--- src/rtl/counter_seq_pkg.sv ---
// counter_seq_pkg: FSM state and command opcode types shared by the counter sequencer.
package counter_seq_pkg;
    typedef enum logic [1:0] {IDLE, RUN, PAUSE, DONE} state_t;
    typedef enum logic [1:0] {OP_START, OP_PAUSE, OP_RESUME, OP_ABORT} op_t;
endpackage

--- src/rtl/counter_seq_core.sv ---
// counter_seq_core: mod-M up/down counter with load, clear and step enable; emits wrap and tc.
module counter_seq_core #(
    parameter int WIDTH = 4
) (
    input  logic             clk,
    input  logic             reset,
    input  logic             load,
    input  logic             clr,
    input  logic             en,
    input  logic [WIDTH-1:0] cfg_modulus,
    input  logic             cfg_down,
    output logic [WIDTH-1:0] count,
    output logic             tc,
    output logic             wrap
);
    logic [WIDTH-1:0] last_q, count_n;
    logic             down_q;

    // last_q holds M-1 modulo 2**WIDTH, so M=0 naturally becomes all ones
    assign tc   = down_q ? (count == '0) : (count == last_q);
    assign wrap = en & tc;

    always_comb begin
        count_n = clr  ? '0 :
                  load ? (cfg_down ? cfg_modulus - WIDTH'(1) : '0) :
                  !en  ? count :
                  tc   ? (down_q ? last_q : '0) :
                  down_q ? count - WIDTH'(1) : count + WIDTH'(1);
    end

    always_ff @(posedge clk) begin
        if (reset) begin
            count  <= '0;
            last_q <= '0;
            down_q <= 1'b0;
        end else begin
            count <= count_n;
            if (load) begin
                last_q <= cfg_modulus - WIDTH'(1);
                down_q <= cfg_down;
            end
        end
    end
endmodule

--- src/rtl/counter_sequencer.sv ---
// counter_sequencer: command-driven FSM around a mod-M counter that stops after a set number of wraps.
// Define CNT_SEQ_SNAPSHOT_EN to add the snap output capturing count on accepted PAUSE/ABORT.
module counter_sequencer
    import counter_seq_pkg::*;
#(
    parameter int WIDTH   = 4,
    parameter int WRAPS_W = 8
) (
    input  logic               clk,
    input  logic               reset,
    input  logic               cmd_valid,
    output logic               cmd_ready,
    input  logic [1:0]         cmd_op,
    input  logic [WIDTH-1:0]   cfg_modulus,
    input  logic               cfg_down,
    input  logic [WRAPS_W-1:0] cfg_wraps,
    output logic [WIDTH-1:0]   count,
    output logic               tc,
    output logic               busy,
    output logic               done,
    output logic               err
`ifdef CNT_SEQ_SNAPSHOT_EN
    ,
    output logic [WIDTH-1:0]   snap
`endif
);
    state_t             state, state_n;
    logic [WRAPS_W-1:0] wraps_left, wraps_n;
    logic               load_q, err_n, acc, abort, load, term, step_wrap, final_wrap, en;

    assign acc        = cmd_valid & cmd_ready;
    assign abort      = acc & (cmd_op == OP_ABORT);
    assign load       = acc & (cmd_op == OP_START) & (state == IDLE || state == DONE);
    assign final_wrap = (state == RUN) & term & (wraps_left == WRAPS_W'(1));
    assign en         = (state == RUN) & (state_n == RUN);
    assign cmd_ready  = !load_q;
    assign tc         = (state == RUN) & term;
    assign busy       = (state == RUN) | (state == PAUSE);
    assign done       = state == DONE;

    // Final wrap wins over any non-abort command; the losing command is reported as an error
    always_comb begin
        state_n = state;
        err_n   = 1'b0;
        if (abort)
            state_n = IDLE;
        else if (final_wrap) begin
            state_n = DONE;
            err_n   = acc;
        end else if (acc) begin
            if (load)
                state_n = RUN;
            else if (cmd_op == OP_PAUSE && state == RUN)
                state_n = PAUSE;
            else if (cmd_op == OP_RESUME && state == PAUSE)
                state_n = RUN;
            else
                err_n = 1'b1;
        end
    end

    always_comb begin
        wraps_n = abort ? '0 :
                  load  ? cfg_wraps :
                  ((step_wrap || final_wrap) && wraps_left != '0) ? wraps_left - WRAPS_W'(1) :
                  wraps_left;
    end

    always_ff @(posedge clk) begin
        if (reset) begin
            state      <= IDLE;
            wraps_left <= '0;
            load_q     <= 1'b0;
            err        <= 1'b0;
        end else begin
            state      <= state_n;
            wraps_left <= wraps_n;
            load_q     <= acc & (cmd_op == OP_START);
            err        <= err_n;
        end
    end

`ifdef CNT_SEQ_SNAPSHOT_EN
    always_ff @(posedge clk) begin
        if (reset)
            snap <= '0;
        else if (acc && (cmd_op == OP_PAUSE || cmd_op == OP_ABORT))
            snap <= count;
    end
`endif

    counter_seq_core #(.WIDTH(WIDTH)) core (
        .clk         (clk),
        .reset       (reset),
        .load        (load),
        .clr         (abort),
        .en          (en),
        .cfg_modulus (cfg_modulus),
        .cfg_down    (cfg_down),
        .count       (count),
        .tc          (term),
        .wrap        (step_wrap)
    );
endmodule

--- config.mk ---
export PLATFORM = sky130hd
export DESIGN_NAME = counter_sequencer
export DESIGN_NICKNAME = d
export VERILOG_FILES = /design/src/rtl/counter_seq_pkg.sv /design/src/rtl/counter_seq_core.sv /design/src/rtl/counter_sequencer.sv
export SDC_FILE = /design/constraint.sdc
export NUM_CORES = 1
export LEC_CHECK = 0
export ABC_CLOCK_PERIOD_IN_PS = 8700
export CELL_PAD_IN_SITES_DETAIL_PLACEMENT = 0
export CELL_PAD_IN_SITES_GLOBAL_PLACEMENT = 2
export CORE_UTILIZATION = 35
export CTS_BUF_LIST = sky130_fd_sc_hd__clkbuf_4
export DETAILED_ROUTE_END_ITERATION = 6
export GPL_TIMING_DRIVEN = 0
export PLACE_DENSITY_LB_ADDON = 0.1
export SLEW_MARGIN = 20
export SYNTH_ARGS = -nofsm -noshare
export SYNTH_HDL_FRONTEND = slang
export SYNTH_HIERARCHICAL = 1
export SYNTH_SLANG_ARGS = --single-unit
--- constraint.sdc ---
create_clock -name clk -period 8.7 [get_ports clk]
set_input_delay 2.61 -clock clk [delete_from_list [all_inputs] [get_ports clk]]
set_output_delay 2.61 -clock clk [all_outputs]
set_load 0.05 [all_outputs]
==> results.toml, run 1 <==
[layout]
fin_util = 0.4565
drive_gt1_frac = 0.08738
area_growth_syn_to_layout_pct = 23.12
final_cells = 256
diodes = 0
layout.nets = 235

[critical_path]
slowest_delay_ns = 0.68
endpoint = "wraps_left[5]"
r2r_end = "wraps_left[5]"
required_ns = 8.93
startpoint_type = "input port"
crit_type = "in2reg"
reg2reg_slack_ns = 5.17
rr_worst_depth = 12
r2r-start = "core/count[3]"
worst_setup_path_startpoint = "cmd_valid"
worstPathMaxFanout = 10
critPathSlowestCell = "nor3_1"
worstPathArrival_ns = 5.72
end_kind = "flip-flop"
path_cells = "clkdlybuf4s50_1 > nor2b_1 > nand3_1 > a221o_1 > nor3_1 > and2_1 > a31oi_4 > nor2_4 > nand4_1 > a221oi_1"

[grt]
grt_pass1_wl_microns = 6265
antenna_found_initial = 0
grt_pass1_vias = 1344
grt.overflow.total = 0
grt_max_degree = 13
grt_use_total = 0.1822

[power]
power_frac_clock = 0.220
p_leak_nw = 0.7199
combPwrFrac = 0.294
p_int_uw = 147.2
irDropWorstVdd_mv = 0.07768
pwr-share-seq = 0.486
swShare = 0.3373
p_switching_uw = 74.91
powerDensity_mw_per_mm2 = 119.1

[synth]
synth_cell_types = 51
synth_edf_count = 0
synth_ff_type = "dfxtp_1"
yosysSeqAreaShare = 0.2775
syn_nets = 204
synth-seq-cells = 21
synth_area_per_cell_sq_um = 8.609
synthesis.area_sq_mm = 0.001515
yosys_warnings = 6
synth_cells = 176
async_flop_share = 0

[sta]
slew_violations = 0
fmax_mhz = 182.1
finalCritPeriodShare = 0.6314
finalHoldViolCount = 0
worst_pin_slew_ns = 0.8311
finClkSkew_ns = 0.01254
layout_min_cycle_time_ns = 5.493
fin_setup_tns_ns = 0
rsz0062_at_grt = "false"
finalSetupViolCount = 0
setup_ws_ns = 3.207
fin_hold_ws_ns = 0.5271
max_slew_margin = 0.4417

[cts]
h-tree-depth = 1
cts.sinks = 21
cts_setup_buffers = 0
cts_buffers = 3
cts_tree = "yes"
ctsResizeCount = 0
cts.reportedPaths.clkPinSlew_ns = 0.13
cts_buffer_depth = 2
hold_buffers = 0
cts-root-buf = "clkbuf_4"
clock_latency_ns = 0.31

[placement]
portBuffers = 26
gp_congestion = 0.7695
dp.cells = 252
hpwl_microns = 2806
post-place-ws_ns = 2.868

[route]
drc = 0
avgViaCountPerCell = 5.422
drt_wl_total_microns = 3705
dr.pass1.iters = 5
final_antenna_net_count = 0
wire_per_inst_microns = 14.47
drtIter0Drc = 150
routed-via-count = 1388

[floorplanning]
die_w_microns = 67.80
coreArea_sq_mm = 0.004086
die_h_microns = 67.80
start_util = 0.3708
num_rows = 23
die-area_sq_mm = 0.004596
pin_count = 27

[status]
status = "finished, final reports clean"

[min_path]
hp-class = "reg2reg"
hold_depth = 2

[flow_run]
drv_cap = 0
## cells in the final DEF, fill, tap and decap left out, types with 5 or more instances in the layout
| master | synthesis | routed |
|---|---|---|
| clkdlybuf4s50_1 | 0 | 26 |
| xnor2_1 | 7 | 7 |
| dfxtp_1 | 21 | 21 |
| nand2_1 | 5 | 5 |
| ha_1 | 9 | 9 |
| nor3_1 | 7 | 7 |
| nor2_1 | 16 | 16 |
| a21oi_1 | 8 | 8 |
| xor2_1 | 6 | 6 |
| inv_1 | 15 | 15 |
| a31oi_1 | 5 | 5 |
| o21ai_0 | 10 | 10 |
## synth_stat cells (2+ instances only)
library cell   n  area, sq um
dfxtp_1       21        420.4
nor2_1        16        60.06
inv_1         15        56.30
o21ai_0       10        50.05
ha_1           9        112.6
a21oi_1        8        40.04
nor3_1         7        35.03
xnor2_1        7        61.31
xor2_1         6        52.55
a31oi_1        5        31.28
nand2_1        5        18.77
a211oi_1       4        30.03
a21boi_0       4        30.03
and2_1         4        25.02
nand2b_1       4        25.02
and3_2         3        22.52
nand3_1        3        15.01
nor2b_1        3        18.77
nor4_1         3        18.77
a22o_1         2        17.52
a31o_1         2        17.52
and3_1         2        12.51
clkbuf_1       2        7.510
mux2i_1        2        20.02
nand3b_1       2        15.01
o22ai_1        2        12.51
## cell families (layout without fill, tap and decap cells)
| logic type | count (synthesis) | count (layout) | share of synthesized area |
|---|---|---|---|
| xor gates and xnor gates | 13 | 13 | 0.07515 |
| muxes | 2 | 2 | 0.01321 |
| and+or+nand+nor | 61 | 61 | 0.2527 |
| adders and majority gates | 10 | 10 | 0.08753 |
| DFF | 21 | 21 | 0.2775 |
| AOI/OAI and AO/OA | 51 | 51 | 0.2444 |
| buffers and inverters | 18 | 48 | 0.04954 |
## routing by layer
metal / vias up / track usage / wire length [microns]
met2: 30 / 0.2921 / 1632
met4: 0 / 0.03385 / 30
met5: - / 0 / 0
met1: 652 / 0.2475 / 1902
li1: 702 / - / -
met3: 4 / 0.04392 / 140
## power groups by stage
stage	Combinational [mW]	Clock [mW]	Sequential, mW
after floorplan	0.0377	0	0.114
after global placement	0.0647	0	0.110
after detailed placement	0.0651	0	0.110
after CTS	0.0654	0.0526	0.108
after global routing	0.0723	0.0558	0.109
final	0.0652	0.0490	0.108
## worst min path at each step
stage	from	to	slack, ns
global placement	core/last_q[1]	core/last_q[1]	0.50
global route	core/last_q[1]	core/last_q[1]	0.56
floorplan	core/last_q[3]	core/last_q[3]	0.47
finish	core/last_q[1]	core/last_q[1]	0.53
CTS	core/last_q[1]	core/last_q[1]	0.52
detailed placement	core/last_q[1]	core/last_q[1]	0.51
## through the flow
| step | power [mW] | instance area [sq um] |
|---|---|---|
| global route | 0.2370 | 1866 |
| floorplan | 0.1520 | 1515 |
| detailed placement | 0.1752 | 1838 |
| finish | 0.2221 | 1866 |
| CTS | 0.2259 | 1866 |
| global placement | 0.1744 | 1838 |
## layout make-up
class                   instances  area [sq um]
plain buffers                   3         18.77
clock buffers                   3         22.52
clock inverters                 1         5.005
fillers                       423          2221
inverters                      15         56.30
multi-input cells             137          1020
flip-flops and latches         21         420.4
well taps                      50         62.56
repair buffers                 26         260.3
## critical path, delay by kind of cell
kind / cells / cell delay (ns)
AOI/OAI and AO/OA: 3 / 0.79
and+or+nand+nor: 6 / 1.84
buffers and inverters: 1 / 0.47
## state kept, by name, indices dropped and copies added (netlist names)
register	count
core/count	4
core/down_q	1
core/last_q	4
err	1
load_q	1
state	2
wraps_left	8
Note: power is estimated with default switching activity, not from simulation.
==> run 2, diff against run 1 <==
--- a/config.mk
+++ b/config.mk
@@ -5,10 +5,10 @@
 export SDC_FILE = /design/constraint.sdc
 export NUM_CORES = 1
 export LEC_CHECK = 0
-export ABC_CLOCK_PERIOD_IN_PS = 8700
+export ABC_CLOCK_PERIOD_IN_PS = 4400
 export CELL_PAD_IN_SITES_DETAIL_PLACEMENT = 0
 export CELL_PAD_IN_SITES_GLOBAL_PLACEMENT = 2
-export CORE_UTILIZATION = 35
+export CORE_UTILIZATION = 29
 export CTS_BUF_LIST = sky130_fd_sc_hd__clkbuf_4
 export DETAILED_ROUTE_END_ITERATION = 6
 export GPL_TIMING_DRIVEN = 0
==> constraint.sdc (replaced) <==
create_clock -name clk -period 4.4 [get_ports clk]
set_input_delay 1.32 -clock clk [delete_from_list [all_inputs] [get_ports clk]]
set_output_delay 1.32 -clock clk [all_outputs]
set_load 0.05 [all_outputs]
==> results.toml, run 2 (synthesis gave the netlist of run 1 again) <==
[grt]
grt.overflow.total = 0
antenna_found_initial = 0
grt_max_degree = 14
grt_use_total = 0.1516
grt_pass1_vias = 1375
grt_pass1_wl_microns = 6354

[sta]
worst_pin_slew_ns = 0.8092
layout_min_cycle_time_ns = 4.029
finClkSkew_ns = 0.01229
max_slew_margin = 0.4580
finalSetupViolCount = 0
fmax_mhz = 248.2
finalHoldViolCount = 0
slew_violations = 0
finalCritPeriodShare = 0.9157
rsz0062_at_grt = "false"

[layout]
fin_util = 0.3882
reg.largest.list = "wraps_left (8), core/count (4), core/last_q (4)"
final_cells = 273
fillerInstances = 506
final_common_cell = "clkdlybuf4s50_1"
largest_reg_flops = 8
diodes = 0
area_growth_syn_to_layout_pct = 25.02
layout.nets = 235
drive_gt1_frac = 0.09223
final_cell_mix = "clkdlybuf4s50_1, dfxtp_1, nor2_1"
top_register = "wraps_left"
final_area_sq_mm = 0.001894

[route]
final_antenna_net_count = 0
drt_wl_total_microns = 3831
drc = 0
routed-via-count = 1403
wire_per_inst_microns = 14.03
drtIter0Drc = 82
dr.pass1.iters = 4
avgViaCountPerCell = 5.139

[min_path]
min_to = "core/last_q[1]"
hp-start = "core/last_q[1]"
hold_depth = 2
hp-class = "reg2reg"

[critical_path]
rr_worst_depth = 12
r2r_end = "wraps_left[5]"
crit_type = "in2reg"
critPathSlowestCell = "clkdlybuf4s50_1"
required_ns = 4.63
worstPathArrival_ns = 4.26
slowest_delay_ns = 0.47
path_cells = "clkdlybuf4s50_1 > nor2b_1 > nand3_1 > a221o_1 > nor3_2 > and2_1 > a31oi_4 > nor2_4 > nand4_1 > a221oi_1"
r2r-start = "core/count[0]"
worstPathMaxFanout = 10
end_kind = "flip-flop"
startpoint_type = "input port"
reg2reg_slack_ns = 1.07

[cts]
cts-root-buf = "clkbuf_4"
hold_buffers = 0
cts_tree = "yes"
cts_buffers = 3
cts.sinks = 21
cts.reportedPaths.clkPinSlew_ns = 0.14
cts_buffer_depth = 2
clock_latency_ns = 0.32
h-tree-depth = 1
ctsResizeCount = 0
cts_setup_buffers = 0

[floorplanning]
pin_count = 27
die_h_microns = 74.29
die_w_microns = 74.29
start_util = 0.3105
num_rows = 25
coreArea_sq_mm = 0.004880
die-area_sq_mm = 0.005518

[placement]
gp_congestion = 0.8699
hpwl_microns = 2940
portBuffers = 26
dpl-instance-area_sq_mm = 0.001859
dp.cells = 269

[power]
irDropWorstVdd_mv = 0.08968
power_frac_clock = 0.231
combPwrFrac = 0.292
p_leak_nw = 0.7165
p_int_uw = 291.8
powerDensity_mw_per_mm2 = 236.4
swShare = 0.3484
pwr-share-seq = 0.476
p_switching_uw = 156.1

[flow_run]
drv_cap = 0

[status]
status = "finished, final reports clean"
## run 2: cell count changes in the layout (fill, tap and decap cells not counted), sizes merged
cell	change
clkinv	-1
clkinvlp	+1
## run 2: power groups by stage
stage | sequential [mW] | combinational [mW] | clock (mW)
6_report | 0.213 | 0.131 | 0.104
5_1_grt | 0.215 | 0.143 | 0.118
4_1_cts | 0.213 | 0.131 | 0.109
3_5_place_dp | 0.218 | 0.130 | 0
3_3_place_gp | 0.218 | 0.128 | 0
2_1_floorplan | 0.226 | 0.0745 | 0
## run 2: cell type report
cell class | instances | area, sq um | area share
multi-input cells | 137 | 1025 | 0.5409
flip-flops and latches | 21 | 420.4 | 0.2219
repair buffers | 26 | 260.3 | 0.1374
well taps | 67 | 83.83 | 0.04425
inverters | 15 | 56.30 | 0.02972
clock buffers | 3 | 22.52 | 0.01189
plain buffers | 3 | 18.77 | 0.009908
clock inverters | 1 | 7.507 | 0.003963
## run 2: worst max-delay path by stage
stage,startpoint,end,slack (ns),cells after the start
after floorplan,cmd_valid,wraps_left[5],0.92,9
after global placement,cmd_valid,wraps_left[5],-0.18,10
after detailed placement,cmd_valid,wraps_left[5],-0.22,10
after CTS,cmd_valid,wraps_left[5],0.12,10
after global routing,cmd_valid,wraps_left[3],0.1,11
final,cmd_valid,wraps_left[5],0.37,10
## run 2: through the flow
stage	worst slack [ns]	total power, mW	hold WS [ns]	setup TNS [ns]
after global routing	0.09789	0.4766	0.5510	0
after CTS	0.1152	0.4535	0.5199	0
after floorplan	0.9190	0.3005	0.4655	0
after detailed placement	-0.2177	0.3481	0.5008	-0.8572
after global placement	-0.1820	0.3460	0.5048	-0.7672
final	0.3708	0.4479	0.5201	0
## run 2: critical path: cells and delay by family
kind / cells / cell delay, ns
AND/OR/NAND/NOR: 6 / 1.63
buffers and inverters: 1 / 0.47
AO/OA/AOI/OAI: 3 / 0.84
## run 2: metal layers
metal	vias to the layer above	track usage	wire (microns)
met3	4	0.02033	166
met2	36	0.2273	1657
li1	702	-	-
met4	0	0.06289	42
met1	661	0.2177	1964
met5	-	0	0
==> run 3, diff against run 2 <==
--- a/config.mk
+++ b/config.mk
@@ -11,7 +11,6 @@
 export CORE_UTILIZATION = 29
 export CTS_BUF_LIST = sky130_fd_sc_hd__clkbuf_4
 export DETAILED_ROUTE_END_ITERATION = 6
-export GPL_TIMING_DRIVEN = 0
 export PLACE_DENSITY_LB_ADDON = 0.1
 export SLEW_MARGIN = 20
 export SYNTH_ARGS = -nofsm -noshare
==> results.toml, run 3 (synthesis gave the netlist of run 1 again) <==
[placement]
gp_congestion = 0.7922
post-place-ws_ns = 0.5549
hpwl_microns = 2790
portBuffers = 26

[sta]
max_slew_margin = 0.5202
finalHoldViolCount = 0
fmax_mhz = 268.1
layout_min_cycle_time_ns = 3.729
worst_pin_slew_ns = 0.7164
fin_setup_tns_ns = 0
slew_violations = 0
finClkSkew_ns = 0.002660
rsz0062_at_grt = "false"
fin_hold_ws_ns = 0.5220
setup_ws_ns = 0.6707
finalCritPeriodShare = 0.8476
finalSetupViolCount = 0

[critical_path]
r2r-start = "core/count[0]"
path_cells = "nor4b_4 > and2_4 > a21o_2 > and2_1 > clkdlybuf4s50_1"
rr_worst_depth = 12
worst_setup_path_startpoint = "core/down_q"
critPathSlowestCell = "clkdlybuf4s50_1"
cp_top_family = "buffers and inverters"
startpoint_type = "flip-flop"
slowest_delay_ns = 0.80
path_depth = 5
end_kind = "output port"
cp_num_buf_inv = 1
worstPathMaxFanout = 7
required_ns = 3.08
crit_type = "reg2out"
worstPathArrival_ns = 2.41

[cts]
cts.sinks = 21
cts_buffer_depth = 2
cts-root-buf = "clkbuf_4"
h-tree-depth = 1
hold_buffers = 0
cts_setup_buffers = 0
ctsResizeCount = 0
cts_tree = "yes"
clock_latency_ns = 0.30
cts.reportedPaths.clkPinSlew_ns = 0.12
cts_buffers = 3

[floorplanning]
coreArea_sq_mm = 0.004880
num_rows = 25
start_util = 0.3105
die_w_microns = 74.29
die_h_microns = 74.29
pin_count = 27
die-area_sq_mm = 0.005518

[layout]
area_growth_syn_to_layout_pct = 24.44
layout.nets = 234
top_register = "wraps_left"
diodes = 0
final_cell_mix = "clkdlybuf4s50_1, dfxtp_1, nor2_1"
reg.largest.list = "wraps_left (8), core/count (4), core/last_q (4)"
drive_gt1_frac = 0.09268
final_common_cell = "clkdlybuf4s50_1"
fillerInstances = 531
fin_util = 0.3864
largest_reg_flops = 8

[route]
drtIter0Drc = 48
drc = 0
dr.pass1.iters = 4
routed-via-count = 1341
final_antenna_net_count = 0
drt_wl_total_microns = 3645
wire_per_inst_microns = 13.40
avgViaCountPerCell = 4.930

[grt]
grt_pass1_wl_microns = 6258
grt_max_degree = 23
grt.overflow.total = 0
antenna_found_initial = 0
grt_pass1_vias = 1322
grt_use_total = 0.1482

[power]
irDropWorstVdd_mv = 0.1159
p_leak_nw = 0.7218
powerDensity_mw_per_mm2 = 235.3
power_uw = 443.7

[status]
status = "finished, final reports clean"

[flow_run]
drv_cap = 0

[min_path]
hp-class = "reg2reg"
hp-start = "core/last_q[3]"
hold_depth = 2
-- run 3: cell types whose count changed in the layout (fill, tap and decap cells not counted), sizes merged --
cell      delta
clkinvlp     -1
buf          +1
clkbuf       -1
-- run 3: routing by layer --
metal | wire (microns) | vias to the layer above | GRT usage
li1 | - | 702 | -
met1 | 1937 | 606 | 0.2123
met2 | 1551 | 31 | 0.2313
met3 | 134 | 2 | 0.03252
met4 | 22 | 0 | 0.02516
met5 | 0 | - | 0
-- run 3: area by class of cell --
cell class / instances / area [sq um] / share of cell area
multi-input combinational: 137 / 1020 / 0.5408
tap: 67 / 83.83 / 0.04446
inverter: 15 / 56.30 / 0.02986
clock buffer: 4 / 30.03 / 0.01593
timing repair buffer: 28 / 275.3 / 0.1460
sequential: 21 / 420.4 / 0.2230
-- run 3: final timing paths --
kind                         end  slack [ns]
setup reg to reg   wraps_left[5]        1.35
hold / removal    core/last_q[3]        0.52
setup / recovery              tc        0.67
hold reg to reg   core/last_q[3]        0.52
-- run 3: where the power goes --
group          internal [mW]  switching (mW)
Clock                 0.0415          0.0610
Combinational         0.0567          0.0711
Sequential             0.200          0.0138
Total                  0.298           0.146
-- run 3: metrics by stage --
| stage | std cells | instance area, sq um |
|---|---|---|
| global route | 272 | 1886 |
| floorplan | 176 | 1515 |
| global placement | 268 | 1856 |
| finish | 272 | 1886 |
| CTS | 272 | 1886 |
| detailed placement | 268 | 1856 |
-- run 3: worst min-delay path: stages (launching register included) --
cell and delay, ns:
dfxtp_1 0.36, nand2b_1 0.08, a21oi_1 0.05
